File: src/rtl/mul_share_arb.sv
// mul_share_arb: round-robin arbiter that shares one external combinational
// unsigned multiplier among NUM_REQ requesters, one transaction at a time.
// States: IDLE (arbitrate and accept), MUL (operands presented), RESP (hold the response).
// Optional build macro MUL_SHARE_ARB_STATS_EN adds a saturating ops_done counter.
module mul_share_arb #(
  parameter int NUM_REQ = 4,
  parameter int WIDTH   = 2,
  parameter int ID_W    = 2
) (
  input  logic                     clk,
  input  logic                     rst_n,
  input  logic [NUM_REQ-1:0]       req_valid,
  output logic [NUM_REQ-1:0]       req_ready,
  input  logic [NUM_REQ*WIDTH-1:0] req_a,
  input  logic [NUM_REQ*WIDTH-1:0] req_b,
  output logic [WIDTH-1:0]         mul_a,
  output logic [WIDTH-1:0]         mul_b,
  input  logic [2*WIDTH-1:0]       mul_product,
  output logic                     rsp_valid,
  input  logic                     rsp_ready,
  output logic [ID_W-1:0]          rsp_id,
  output logic [2*WIDTH-1:0]       rsp_product
`ifdef MUL_SHARE_ARB_STATS_EN
  ,
  output logic [15:0]              ops_done
`endif
);

  typedef enum logic [1:0] {IDLE, MUL, RESP} state_t;

  state_t               state_q, state_d;
  logic [ID_W-1:0]      last_grant_q, last_grant_d;
  logic [ID_W-1:0]      rsp_id_q, rsp_id_d;
  logic [WIDTH-1:0]     op_a_q, op_a_d;
  logic [WIDTH-1:0]     op_b_q, op_b_d;
  logic [2*WIDTH-1:0]   rsp_product_q, rsp_product_d;

  logic                 found;
  logic [ID_W-1:0]      winner;
  logic [WIDTH-1:0]     win_a, win_b;
  int unsigned          idx;

  // Round-robin search starting one past the last grant, wrapping modulo NUM_REQ
  always_comb begin
    found  = 1'b0;
    winner = '0;
    win_a  = '0;
    win_b  = '0;
    idx    = 0;
    for (int unsigned k = 1; k <= NUM_REQ; k++) begin
      idx = (32'(last_grant_q) + k) % NUM_REQ;
      if (!found && req_valid[idx]) begin
        found  = 1'b1;
        winner = ID_W'(idx);
        win_a  = req_a[idx*WIDTH +: WIDTH];
        win_b  = req_b[idx*WIDTH +: WIDTH];
      end
    end
  end

  // Next-state and handshake logic
  always_comb begin
    state_d       = state_q;
    last_grant_d  = last_grant_q;
    rsp_id_d      = rsp_id_q;
    op_a_d        = op_a_q;
    op_b_d        = op_b_q;
    rsp_product_d = rsp_product_q;
    req_ready     = '0;
    case (state_q)
      IDLE: begin
        if (found) begin
          req_ready    = NUM_REQ'(1) << winner;
          op_a_d       = win_a;
          op_b_d       = win_b;
          rsp_id_d     = winner;
          last_grant_d = winner;
          state_d      = MUL;
        end
      end
      MUL: begin
        rsp_product_d = mul_product;
        state_d       = RESP;
      end
      RESP: begin
        if (rsp_ready) state_d = IDLE;
      end
      default: state_d = IDLE;
    endcase
  end

  // State and datapath registers
  always_ff @(posedge clk or negedge rst_n) begin
    if (!rst_n) begin
      state_q       <= IDLE;
      last_grant_q  <= ID_W'(NUM_REQ - 1);
      rsp_id_q      <= '0;
      op_a_q        <= '0;
      op_b_q        <= '0;
      rsp_product_q <= '0;
    end else begin
      state_q       <= state_d;
      last_grant_q  <= last_grant_d;
      rsp_id_q      <= rsp_id_d;
      op_a_q        <= op_a_d;
      op_b_q        <= op_b_d;
      rsp_product_q <= rsp_product_d;
    end
  end

  assign mul_a       = op_a_q;
  assign mul_b       = op_b_q;
  assign rsp_valid   = (state_q == RESP);
  assign rsp_id      = rsp_id_q;
  assign rsp_product = rsp_product_q;

`ifdef MUL_SHARE_ARB_STATS_EN
  logic [15:0] ops_done_q, ops_done_d;

  // Saturating count of completed response handshakes
  always_comb begin
    ops_done_d = ops_done_q;
    if (rsp_valid && rsp_ready && (ops_done_q != '1)) ops_done_d = ops_done_q + 16'd1;
  end

  // Counter register
  always_ff @(posedge clk or negedge rst_n) begin
    if (!rst_n) ops_done_q <= '0;
    else        ops_done_q <= ops_done_d;
  end

  assign ops_done = ops_done_q;
`endif

endmodule

File: config.mk
export PLATFORM = sky130hd
export DESIGN_NAME = mul_share_arb
export DESIGN_NICKNAME = d
export VERILOG_FILES = /design/src/rtl/mul_share_arb.sv
export SDC_FILE = /design/constraint.sdc
export NUM_CORES = 1
export LEC_CHECK = 0
export ABC_AREA = 1
export CORE_UTILIZATION = 30
export CTS_CLUSTER_SIZE = 30
export DETAILED_ROUTE_END_ITERATION = 10
export DONT_BUFFER_PORTS = 1
export MAX_ROUTING_LAYER = met4
export PLACE_DENSITY = 0.43
export REMOVE_ABC_BUFFERS = 1
export SYNTH_ARGS = -nofsm -noshare
export SYNTH_HDL_FRONTEND = slang
export SYNTH_SLANG_ARGS = --single-unit
File: constraint.sdc
create_clock -name clk -period 4.1 [get_ports clk]
set_input_delay 0.82 -clock clk [delete_from_list [all_inputs] [get_ports clk]]
set_output_delay 0.82 -clock clk [all_outputs]
set_load 0.01 [all_outputs]
==> results.json <==
{
  "outcome": "finished with violations",
  "violations": "design-rule violations",
  "dr.pass1.iters": 8,
  "reg2reg_slack_ns": 1.84,
  "clk_transition_reported_paths_ns": 0.06,
  "post-route-min-period_ns": 3.214,
  "seq_power_share_pct": 22.2,
  "critPathMaxFanout": 14,
  "synth_area_mm2": 0.001438,
  "setup_viol": 0,
  "ff2ff_path_depth": 11,
  "stdcell_area_mm2": 0.001484,
  "drc": 3,
  "vias": 1414,
  "timing.rr.start": "last_grant_q[1]",
  "nFillCells": 497,
  "clkPwrFrac_pct": 9.2,
  "grt_max_degree": 28,
  "cts_max_level": 1,
  "dr_wl_met3_um": 133,
  "cts-root-buf": "clkbuf_8",
  "cts_hold_buf": 0,
  "grt_pass1_vias": 1391,
  "wirelength_mm": 3.499,
  "clockBufferDepth": 2,
  "path_cells": "inv_2 -> nand2_1 -> nand2_2 -> nand2_2 -> nand2_4 -> nor2_4 -> nand3b_4 -> nand2_4 -> inv_4 -> nand2_2 -> nor2_2",
  "switching_share_pct": 57.21,
  "max_cap_viol_count": 0,
  "tritoncts": "done",
  "post-route-period-util_pct": 78.39,
  "final_core_util_pct": 33.17,
  "ys_ff_latch": 14,
  "fin_worst_skew_ns": 0.0005830,
  "floorplan.die.width_um": 71.23,
  "place_area_mm2": 0.001429,
  "antenna-diode-count": 0,
  "crit_path_end_kind": "output pin",
  "worstPathArrival_ns": 2.39,
  "fmax_ghz": 0.3111,
  "ctsResizeCount": 0,
  "p_switching_mw": 0.8163,
  "antenna_found_initial": 0,
  "wire_per_inst_um": 11.94,
  "numCtsBuffers": 3,
  "gp_congestion": 0.7814,
  "grt_pass1_wl_mm": 6.189,
  "die_area_mm2": 0.005073,
  "areaGrowthSynthToFinish_pct": 3.220,
  "grtUsageTotal_pct": 15.67,
  "ios": 42,
  "slowest_stage": "dfstp_2",
  "fp.coreArea_mm2": 0.004474,
  "ys_types": 23,
  "drive_gt1_share_pct": 14.52,
  "highest_layer": "met4",
  "power.density_mw_per_mm2": 961.4,
  "start_util_pct": 32.13,
  "fin_nets": 269,
  "critPathMaxStageDelay_ns": 0.71,
  "synth_cells": 246,
  "rows": 24,
  "setup.worst_path.start_class": "register",
  "met2_length_mm": 1.711,
  "avgSynthCellArea_um2": 5.844,
  "ys_seq_area_share_pct": 24.54,
  "met1_length_mm": 1.638,
  "p_leak_nw": 0.8795,
  "fin_setup_tns_ns": 0,
  "holdCritPathClass": "primary input to async pin",
  "required_ns": 3.28,
  "combinationalPowerShare_pct": 68.7,
  "ir_drop_uv": 358.0,
  "via_per_inst": 4.826,
  "clock-sinks": 14,
  "drt_iter0_markers": 57,
  "worstSkewPairLatency_ns": 0.24,
  "synth_warnings": 0,
  "portBuffers": 0,
  "criticalPathCategory": "register to output pin",
  "tightestPinTransition_ns": 0.3011,
  "ant_nets": 0,
  "cpMostUsedCell": "nand2_2",
  "grt_setup_unrepaired": "false",
  "final_hold_viol_count": 0,
  "finalPower_mw": 1.427,
  "die_y_um": 71.23,
  "p_int_mw": 0.6104,
  "gr-total-overflow": 0,
  "drv_slew": 0,
  "hpwlAfterDp_mm": 2.823,
  "postCtsSetupRepairBufs": 0,
  "reg2reg_to": "rsp_id[0]",
  "slew_headroom_pct": 79.92
}
## synth_stat cells, drive strengths merged
cell type,n,share of area (%)
nand3,15,6.3
nand2,166,46
dfrtp,12,21
o21bai,1,0.52
nand4,5,2.2
nor2,9,3.4
clkbuf,1,0.26
o21ai,2,0.70
buf,9,5.4
mux2,4,3.1
inv,14,4.0
dfstp,2,3.7
a21oi,5,1.7
nand3b,1,1.4
## area by class of cell
| type | instances | area, µm² | area share [%] |
|---|---|---|---|
| repair buffers | 1 | 7.507 | 0.5059 |
| clock buffers | 4 | 55.05 | 3.710 |
| well taps | 52 | 65.06 | 4.384 |
| multi-input cells | 208 | 945.9 | 63.74 |
| flip-flops and latches | 14 | 352.8 | 23.78 |
| inverters | 14 | 57.56 | 3.879 |
## state kept, by name (all words and copies together) (netlist names)
register      count
rsp_product       4
last_grant_q      2
state_q           2
mul_a             2
rsp_id            2
mul_b             2
## power groups by stage
stage	logic, mW	clock network (mW)	registers [mW]
floorplan	0.784	0	0.306
global placement	1.00	0	0.321
detailed placement	0.999	0	0.318
CTS	0.999	0.135	0.317
global route	1.14	0.144	0.330
finish	0.980	0.131	0.316
## metal layers
metal	global-route usage [%]	vias up
li1	-	746
met1	19.35	635
met2	27.41	31
met3	2.813	2
met4	2.000	0
met5	-	-
## worst max-delay path: cells and delay by family (launching register included)
family,cells,cell delay (ns)
buf+inv,2,0.26
flops,1,0.71
simple gates,9,1.16
## cell families after synthesis
family	Yosys count	synth area share (%)
buffers and inverters	24	9.660
muxes	4	3.133
DFF	14	24.54
and+or+nand+nor	196	59.70
AOI/OAI and AO/OA	8	2.959
## through the flow
| stage | worst slack (ns) | std cells | hold slack, ns |
|---|---|---|---|
| final | 0.8860 | 293 | 0.2717 |
| after global routing | 0.6600 | 293 | 0.2506 |
| after detailed placement | 1.129 | 289 | 0.4908 |
| after floorplan | 1.344 | 236 | 0.4645 |
| after CTS | 0.8681 | 293 | 0.2645 |
| after global placement | 1.188 | 289 | 0.4933 |
## how the worst max path moves through the flow
stage                         endpoint             from  cells past startpoint
after floorplan           req_ready[1]  last_grant_q[0]                     11
after global placement    req_ready[1]  last_grant_q[1]                     11
after detailed placement  req_ready[1]  last_grant_q[1]                     11
after CTS                 req_ready[1]  last_grant_q[1]                     11
after global routing      req_ready[1]  last_grant_q[1]                     11
final                     req_ready[3]  last_grant_q[1]                     11
## cells in the final DEF (no fill, tap or decap), types with 3 or more instances in the layout
cell type / instances
a21oi_1: 5
clkbuf_8: 4
dfrtp_1: 12
inv_1: 10
mux2_2: 4
nand2_1: 154
nand2_2: 9
nand2_4: 3
nand3_1: 12
nand3_2: 3
nand4_1: 5
nor2_1: 5
nor2_2: 3
Power figures use the tool's default switching activity.
